===== src/rtl/snn_output_accumulator.sv =====
// Output-layer membrane-potential integrator: accumulates saturating signed weight
// rows over NUM_STEPS timesteps, then runs the start/done handshake with argmax.
module snn_output_accumulator #(
  parameter int VEC_LEN      = 3,
  parameter int DATA_W       = 48,
  parameter int WEIGHT_W     = 16,
  parameter int NUM_STEPS    = 8,
  parameter int DONE_TIMEOUT = 15
) (
  input  logic                          clk,
  input  logic                          rst,
  input  logic                          i_clk_enable,
  input  logic                          i_frame_start,
  input  logic                          i_spike_valid,
  input  logic [VEC_LEN*WEIGHT_W-1:0]   i_spike_weights_flat,
  input  logic                          i_step_end,
  output logic [VEC_LEN*DATA_W-1:0]     o_potentials_flat,
  output logic                          o_argmax_start,
  input  logic                          i_argmax_done,
  input  logic [$clog2(VEC_LEN)-1:0]    i_predicted_class,
  output logic                          o_result_valid,
  output logic [$clog2(VEC_LEN)-1:0]    o_result_class,
  output logic                          o_error,
  output logic                          o_busy
);

  localparam int STEP_W = $clog2(NUM_STEPS + 1);
  localparam int WAIT_W = $clog2(DONE_TIMEOUT + 1);
  localparam logic [DATA_W-1:0] P_MAX = {1'b0, {(DATA_W-1){1'b1}}};
  localparam logic [DATA_W-1:0] P_MIN = {1'b1, {(DATA_W-1){1'b0}}};

  typedef enum logic [2:0] {
    IDLE,
    ACCUM,
    HANDOFF,
    WAIT_DONE,
    RESULT
  } state_t;

  state_t r_state;
  state_t w_state_nxt;

  logic [DATA_W-1:0]   r_pot [VEC_LEN];
  logic [STEP_W-1:0]   r_step;
  logic [WAIT_W-1:0]   r_wait;
  logic                r_error;
  logic [$clog2(VEC_LEN)-1:0] r_class;

  logic [WEIGHT_W-1:0] w_wt  [VEC_LEN];
  logic [DATA_W:0]     w_sum [VEC_LEN];
  logic [DATA_W-1:0]   w_sat [VEC_LEN];

  logic w_clear, w_accum, w_step_inc, w_step_clr;
  logic w_wait_clr, w_wait_inc, w_latch, w_err_nxt;

  // One extra bit of headroom; a disagreement between the top two sum bits is overflow.
  always_comb begin
    for (int unsigned k = 0; k < VEC_LEN; k++) begin
      w_wt[k]  = i_spike_weights_flat[k*WEIGHT_W +: WEIGHT_W];
      w_sum[k] = {r_pot[k][DATA_W-1], r_pot[k]}
               + {{(DATA_W+1-WEIGHT_W){w_wt[k][WEIGHT_W-1]}}, w_wt[k]};
      if (w_sum[k][DATA_W] != w_sum[k][DATA_W-1]) begin
        w_sat[k] = w_sum[k][DATA_W] ? P_MIN : P_MAX;
      end else begin
        w_sat[k] = w_sum[k][DATA_W-1:0];
      end
    end
  end

  always_ff @(posedge clk) begin
    if (rst) begin
      r_state <= IDLE;
    end else if (i_clk_enable) begin
      r_state <= w_state_nxt;
    end
  end

  always_comb begin
    w_state_nxt = r_state;
    w_clear     = 1'b0;
    w_accum     = 1'b0;
    w_step_inc  = 1'b0;
    w_step_clr  = 1'b0;
    w_wait_clr  = 1'b0;
    w_wait_inc  = 1'b0;
    w_latch     = 1'b0;
    w_err_nxt   = 1'b0;
    case (r_state)
      IDLE: begin
        if (i_frame_start) begin
          w_clear     = 1'b1;
          w_state_nxt = ACCUM;
        end
      end
      ACCUM: begin
        if (i_frame_start) begin
          w_clear = 1'b1;
        end else begin
          w_accum = i_spike_valid;
          if (i_step_end) begin
            if (r_step == STEP_W'(NUM_STEPS - 1)) begin
              w_step_clr  = 1'b1;
              w_state_nxt = HANDOFF;
            end else begin
              w_step_inc = 1'b1;
            end
          end
        end
      end
      HANDOFF: begin
        w_wait_clr  = 1'b1;
        w_state_nxt = WAIT_DONE;
      end
      WAIT_DONE: begin
        if (i_argmax_done) begin
          w_latch     = 1'b1;
          w_state_nxt = RESULT;
        end else if (r_wait == WAIT_W'(DONE_TIMEOUT - 1)) begin
          w_err_nxt   = 1'b1;
          w_state_nxt = IDLE;
        end else begin
          w_wait_inc = 1'b1;
        end
      end
      RESULT: begin
        w_state_nxt = IDLE;
      end
      default: begin
        w_state_nxt = IDLE;
      end
    endcase
  end

  always_ff @(posedge clk) begin
    if (rst) begin
      for (int unsigned k = 0; k < VEC_LEN; k++) begin
        r_pot[k] <= '0;
      end
      r_step  <= '0;
      r_wait  <= '0;
      r_error <= 1'b0;
      r_class <= '0;
    end else if (i_clk_enable) begin
      for (int unsigned k = 0; k < VEC_LEN; k++) begin
        if (w_clear) begin
          r_pot[k] <= '0;
        end else if (w_accum) begin
          r_pot[k] <= w_sat[k];
        end
      end
      if (w_clear || w_step_clr) begin
        r_step <= '0;
      end else if (w_step_inc) begin
        r_step <= r_step + 1'b1;
      end
      if (w_wait_clr) begin
        r_wait <= '0;
      end else if (w_wait_inc) begin
        r_wait <= r_wait + 1'b1;
      end
      r_error <= w_err_nxt;
      if (w_latch) begin
        r_class <= i_predicted_class;
      end
    end
  end

  always_comb begin
    o_potentials_flat = '0;
    for (int unsigned k = 0; k < VEC_LEN; k++) begin
      o_potentials_flat[k*DATA_W +: DATA_W] = r_pot[k];
    end
  end

  assign o_argmax_start = (r_state == HANDOFF);
  assign o_result_valid = (r_state == RESULT);
  assign o_result_class = r_class;
  assign o_error        = r_error;
  assign o_busy         = (r_state != IDLE);

endmodule


===== config.mk =====
export PLATFORM = sky130hd
export DESIGN_NAME = snn_output_accumulator
export DESIGN_NICKNAME = d
export VERILOG_FILES = /design/src/rtl/snn_output_accumulator.sv
export SDC_FILE = /design/constraint.sdc
export NUM_CORES = 1
export LEC_CHECK = 0
export CORE_MARGIN = 5
export CORE_UTILIZATION = 45
export CTS_CLUSTER_SIZE = 12
export DETAILED_ROUTE_END_ITERATION = 12
export HOLD_SLACK_MARGIN = 0.05
export PLACE_DENSITY = 0.68
export SLEW_MARGIN = 30
export SYNTH_ARGS = -nofsm -noshare
export SYNTH_HDL_FRONTEND = slang
export SYNTH_SLANG_ARGS = --single-unit

===== constraint.sdc =====
create_clock -name clk -period 4.4 [get_ports clk]
set_input_delay 0.44 -clock clk [delete_from_list [all_inputs] [get_ports clk]]
set_output_delay 0.44 -clock clk [all_outputs]
set_load 0.02 [all_outputs]

==> flow_summary.json, run 1 <==
{
  "synthFlopType": "edfxtp_1",
  "peakVddDrop_mv": 0.2137,
  "die_y_um": 189.1,
  "r2r_cells": 13,
  "clockBufferDepth": 2,
  "finalHoldViolCount": 0,
  "clock_skew_ns": 0.009137,
  "wl_per_cell_um": 17.87,
  "r2r_setup_slack_ns": 0.71,
  "max_slew_margin": 0.5480,
  "drv_cap": 0,
  "r2r-start": "r_pot[1][0]",
  "fin_ws_ns": 0.5636,
  "drt-initial-drc-count": 815,
  "clkLatencyLatePin_ns": 0.44,
  "syn_inst": 1659,
  "cts_setup_buffers": 0,
  "ys_seq_area_frac": 0.3189,
  "grt_pass1_wl_um": 64470,
  "start_util": 0.4564,
  "cts_made_buffers": 17,
  "drt_wl_total_um": 40010,
  "tightest_slew_ns": 0.6609,
  "core_um2": 31640,
  "routed_via_density": 5.895,
  "cp.required_ns": 4.57,
  "grt_max_degree": 49,
  "post_cts_resized": 0,
  "rsz0062_at_grt": "no",
  "overflow": 0,
  "synth-warning-count": 0,
  "drive_gt1_frac": 0.05389,
  "path_clk_slew_ns": 0.07,
  "fin_setup_tns_ns": 0,
  "critical_path_peak_fanout": 25,
  "io_pins": 207,
  "die-area_um2": 35770,
  "yosys_register_bits": 158,
  "outcome": "complete, no violations",
  "antenna_cells": 0,
  "track_usage": 0.2166,
  "fmax_mhz": 260.7,
  "instances_no_fill": 2239,
  "startpoint_type": "primary input",
  "synth.distinct_cells": 77,
  "antenna_found_initial": 0,
  "synthTopCellsByArea": "edfxtp_1 30%, ha_1 13%, a21oi_1 6.1%, o21ai_0 5.7%, xor2_1 4.2%",
  "grt_pass1_vias": 12721,
  "synth_edf_count": 144,
  "syn-num-nets": 1866,
  "vias": 13200,
  "critPathCapture": "r_pot[1][15]",
  "htree_levels": 4,
  "setup_viol": 0,
  "p_leak_nw": 7.131,
  "place_congestion": 0.9378,
  "min_path_type": "flip-flop to flip-flop",
  "first_pass_iters": 6,
  "synth_top_cell_area_share": 0.2995,
  "route.detailed.drc": 0,
  "worstSetupEndpointType": "flip-flop",
  "synth_area_leader_cell": "edfxtp_1",
  "rows": 65,
  "placedCellCount": 2207,
  "synth_area_um2": 14440,
  "path_class": "primary input to flip-flop",
  "synth-async-reset-ratio": 0,
  "regToRegEndpoint": "r_pot[1][15]",
  "portBuffers": 206,
  "cts_tree": "done",
  "antenna_left": 0,
  "cts_hold_buf": 0,
  "cts_sinks": 158,
  "synth.avg_cell_area_um2": 8.703,
  "power_density_nw_per_um2": 283.6,
  "timing.final.crit_share": 0.8719,
  "hpwl_um": 30810,
  "fin_crit_ns": 3.836,
  "syn_to_final_growth_pct": 21.07,
  "cp-startpoint": "i_spike_weights_flat[31]",
  "finalMaxSlewViolations": 0,
  "finalNetCount": 2031,
  "die_x_um": 189.1,
  "critPathArrivalTime_ns": 4.00,
  "place_worst_setup_slack_ns": 0.1542,
  "clockRootBuffer": "clkbuf_16",
  "post-route-util": 0.5526
}
cells in the mapped netlist, types with 4 or more instances:
| master | number |
|---|---|
| a21oi_1 | 176 |
| o31a_1 | 7 |
| and2_1 | 12 |
| o211ai_1 | 7 |
| a21o_1 | 66 |
| o21ai_0 | 164 |
| a211oi_2 | 4 |
| o21a_1 | 26 |
| nand4_1 | 45 |
| o31ai_1 | 11 |
| nor4_1 | 8 |
| a31o_2 | 4 |
| ha_1 | 147 |
| dfxtp_1 | 14 |
| nor2b_1 | 23 |
| nand3_1 | 44 |
| o21ai_2 | 10 |
| clkbuf_1 | 49 |
| or3_1 | 6 |
| o21ai_1 | 58 |
| a21boi_0 | 4 |
| inv_1 | 44 |
| nor2_1 | 107 |
| edfxtp_1 | 144 |
| nand3b_1 | 4 |
| o211a_1 | 5 |
| a22oi_1 | 4 |
| or4_1 | 6 |
| buf_6 | 7 |
| nand2_1 | 123 |
| and4_1 | 6 |
| a31oi_1 | 17 |
| a211oi_1 | 10 |
| and3_1 | 12 |
| nand2b_1 | 14 |
| buf_2 | 26 |
| o21bai_1 | 24 |
| a2111oi_0 | 5 |
| xor2_1 | 70 |
| nor3_1 | 22 |
| xnor2_1 | 63 |
| a211o_1 | 4 |
cell families (layout without fill, tap and decap cells):
family | Yosys count | count (layout) | synth area share
muxes | 3 | 3 | 0.002080
DFF | 158 | 158 | 0.3189
xor gates and xnor gates | 134 | 134 | 0.08180
adders and majority gates | 150 | 150 | 0.1315
buffers and inverters | 132 | 310 | 0.04099
and+or+nand+nor | 443 | 443 | 0.1496
AOI/OAI and AO/OA | 639 | 639 | 0.2751
registers in the layout, summed over array words and instances, names as in the netlist:
register / flops
r_step: 4
r_state: 3
r_wait: 4
o_error: 1
o_result_class: 2
r_pot: 144
power by group:
group	internal [mW]	total [mW]	leakage, nW	switching [mW]
Clock	0.863	1.53	0.300	0.669
Combinational	0.687	1.65	5.18	0.958
Sequential	1.72	1.78	1.65	0.0614
Total	3.27	4.96	7.13	1.69
worst max-delay path, cell delays in order:
cell,delay (ns)
clkdlybuf4s50_1,0.84
ha_1,0.40
and4_1,0.21
o2bb2ai_1,0.12
a31o_2,0.22
nor3_1,0.45
o22a_1,0.30
and2_1,0.25
o31ai_4,0.13
o21ai_2,0.18
buf_4,0.28
o21ai_0,0.17
per-stage QoR:
| stage | hold slack, ns | total power [mW] | cell area [µm²] |
|---|---|---|---|
| after floorplan | 0.4797 | 2.937 | 14440 |
| after global routing | 0.5007 | 5.224 | 17480 |
| final | 0.4748 | 4.959 | 17480 |
| after detailed placement | 0.4720 | 3.437 | 16890 |
| after global placement | 0.4584 | 3.433 | 16890 |
| after CTS | 0.4821 | 4.982 | 17480 |
how the worst min path moves through the flow:
stage	endpoint	slack (ns)	start	depth (start not counted)
6_report	o_error	0.47	o_error	2
2_1_floorplan	r_step[3]	0.48	r_step[3]	2
3_5_place_dp	o_error	0.47	o_error	2
5_1_grt	o_error	0.50	o_error	2
4_1_cts	o_error	0.48	o_error	2
3_3_place_gp	o_error	0.46	o_error	2
metal layers:
layer / GRT usage / routed length (µm)
met5: 0 / 0
met3: 0.04591 / 2705
met1: 0.2995 / 18880
met2: 0.3458 / 17770
met4: 0.05886 / 649
cell type report:
| type | instances | area (µm²) |
|---|---|---|
| well taps | 402 | 503.0 |
| flip-flops and latches | 158 | 4604 |
| clock buffers | 21 | 491.7 |
| clock inverters | 11 | 101.3 |
| multi-input cells | 1369 | 9256 |
| fillers | 2948 | 14150 |
| repair buffers | 234 | 2360 |
| inverters | 44 | 165.2 |
cell usage in the layout, fill, tap and decap left out, drive strengths merged, types with 49 or more instances in the layout:
cell	synthesis	layout
xor2	70	70
clkdlybuf4s50	0	206
nor2	107	107
a21oi	178	178
edfxtp	144	144
a21o	66	66
nand2	124	124
xnor2	64	64
o21ai	233	233
inv	44	49
ha	147	147
Note: power is estimated with default switching activity, not from simulation.
==> inputs of run 2 (changes only) <==
- ABC_CLOCK_PERIOD_IN_PS: not set -> 4400
- RECOVER_POWER: not set -> 50
==> run 2 against run 1 <==
  * The flow now finishes with violations (max-capacitance violations, max-slew violations)
  * Cell count did not move
  * Setup slack improved by 0.021 ns
  * Clock skew barely moved
  * Worst hold slack got worse by 0.0037 ns
  * Total power fell by 0.51%
  * Via count fell by 0.25%
  * Global-route usage did not move
  * First-iteration DRC count fell by 0.25%
  * Clock power barely moved
  * Flip-flop and latch count did not move
  * Utilization fell by 0.055 points
==> flow_summary.json, run 2 (same netlist as run 1, synthesis figures left out) <==
{
  "antenna_cells": 0,
  "finalMaxSlewViolations": 35,
  "cts_setup_buffers": 0,
  "place_congestion": 0.9378,
  "route.detailed.drc": 0,
  "r2r-start": "r_pot[2][7]",
  "violations": "max-capacitance violations, max-slew violations",
  "startpoint_type": "primary input",
  "path_class": "primary input to flip-flop",
  "drive_gt1_frac": 0.05226,
  "clkLatencyLatePin_ns": 0.44,
  "syn_to_final_growth_pct": 20.95,
  "fillers": 2954,
  "hold_depth": 2,
  "post_cts_resized": 0,
  "cts_hold_buf": 0,
  "drt-initial-drc-count": 813,
  "cp.required_ns": 4.57,
  "grt_pass1_vias": 12721,
  "multiInputGateArea_um2": 9249,
  "core_um2": 31640,
  "fmax_mhz": 262.1,
  "cts_sinks": 158,
  "placed_area_um2": 16890,
  "regMostFlops": "r_pot",
  "instances_no_fill": 2239,
  "drv_cap": 1,
  "die-area_um2": 35770,
  "peakVddDrop_mv": 0.2139,
  "clockRootBuffer": "clkbuf_16",
  "fin_setup_tns_ns": 0,
  "clockBufferDepth": 2,
  "holdPathEnd": "o_error",
  "rows": 65,
  "power_density_nw_per_um2": 282.5,
  "timing.final.crit_share": 0.8671,
  "start_util": 0.4564,
  "finalHoldViolCount": 0,
  "cts_made_buffers": 17,
  "final_area_um2": 17460,
  "grt_pass1_wl_um": 64470,
  "routed_via_density": 5.881,
  "p_leak_nw": 7.398,
  "crit_buf_inv": 2,
  "fin_crit_ns": 3.815,
  "track_usage": 0.2166,
  "clock_skew_ns": 0.009356,
  "path_clk_slew_ns": 0.07,
  "hpwl_um": 30810,
  "tightest_slew_ns": 1.634,
  "min_from": "o_error",
  "rsz0062_at_grt": "no",
  "worstSetupEndpointType": "flip-flop",
  "largestRegisters": "r_pot x144, r_step x4, r_wait x4",
  "placedCellCount": 2207,
  "crit_family": "compound AO/OA/AOI/OAI gates",
  "ff_latch_area_um2": 4604,
  "p_total_mw": 4.933,
  "outcome": "finished, violations left",
  "overflow": 0,
  "min_path_type": "flip-flop to flip-flop",
  "max_stage_delay_ns": 0.83,
  "portBuffers": 206,
  "htree_levels": 4,
  "path_cells": "clkdlybuf4s50_1, ha_1, and4_1, o2bb2ai_1, a31o_2, nor3_1, o22a_1, and2_1, o31ai_4, o21ai_2, buf_4, o21ai_0",
  "max_slew_margin": -0.09210,
  "io_pins": 207,
  "critical_path_peak_fanout": 25,
  "cpMaxStageDelayCell": "clkdlybuf4s50_1",
  "r2r_setup_slack_ns": 0.72,
  "cts_tree": "done",
  "critPathArrivalTime_ns": 3.98,
  "r2r_cells": 12,
  "antenna_found_initial": 0,
  "final_cell_mix": "176 x a21oi_1, 164 x o21ai_0, 151 x dlygate4sd3_1",
  "die_x_um": 189.1,
  "drt_wl_total_um": 39970,
  "finalNetCount": 2031,
  "first_pass_iters": 5,
  "vias": 13167,
  "largest_reg_flops": 144,
  "die_y_um": 189.1,
  "grt_max_degree": 49,
  "setup_viol": 0,
  "regToRegEndpoint": "r_pot[2][46]",
  "wl_per_cell_um": 17.85,
  "antenna_left": 0,
  "final_common_cell": "a21oi_1"
}
-- run 2: cell count changes in the layout (fill, tap and decap cells not counted), sizes merged --
cell           change
buf                -3
clkdlybuf4s50    -151
dlygate4sd3      +151
clkbuf             +3
-- run 2: worst max path at each step --
stage                             start           end  cells past startpoint
6_report       i_spike_weights_flat[31]  r_pot[1][15]                     12
5_1_grt        i_spike_weights_flat[31]  r_pot[1][15]                     12
4_1_cts        i_spike_weights_flat[31]  r_pot[1][15]                     12
3_5_place_dp   i_spike_weights_flat[31]  r_pot[1][15]                     12
3_3_place_gp   i_spike_weights_flat[31]  r_pot[1][44]                     12
2_1_floorplan                r_state[0]   r_pot[0][0]                      4
-- run 2: worst register-to-register path, cell delays in order, from the launching register on --
cell and delay [ns]:
edfxtp_1 0.44, ha_1 0.37, a2111oi_0 0.57, inv_1 0.09, o21ai_1 0.23, a2111oi_0 0.19, o31ai_1 0.55, nand2_1 0.20
a211oi_1 0.27, buf_4 0.17, o21ai_0 0.09, xnor2_1 0.17, o21ai_1 0.08
-- run 2: power breakdown --
| part | switching, mW | internal (mW) |
|---|---|---|
| logic | 0.958 | 0.659 |
| registers | 0.0581 | 1.72 |
| clock network | 0.673 | 0.863 |
-- run 2: final cells by class --
cell class	count	share of cell area
inverters	44	0.009457
well taps	402	0.02880
clock buffers	21	0.02816
flip-flops and latches	158	0.2636
repair buffers	234	0.1345
multi-input cells	1369	0.5296
clock inverters	11	0.005803
-- run 2: metal layers --
metal / track usage / vias to the layer above / routed length (µm)
met5: 0 / - / 0
met4: 0.05886 / 0 / 673
met3: 0.04591 / 45 / 2608
met2: 0.3458 / 372 / 17690
met1: 0.2995 / 6199 / 19010
li1: - / 6551 / -
-- run 2: metrics by stage --
| stage | setup WS [ns] | utilization | hold slack (ns) |
|---|---|---|---|
| global route | 0.3570 | 0.5520 | 0.4978 |
| finish | 0.5849 | 0.5520 | 0.4712 |
| global placement | 0.2072 | 0.5338 | 0.4584 |
| CTS | 0.5974 | 0.5526 | 0.4821 |
| detailed placement | 0.1542 | 0.5338 | 0.4720 |
| floorplan | 0.9414 | - | 0.4797 |
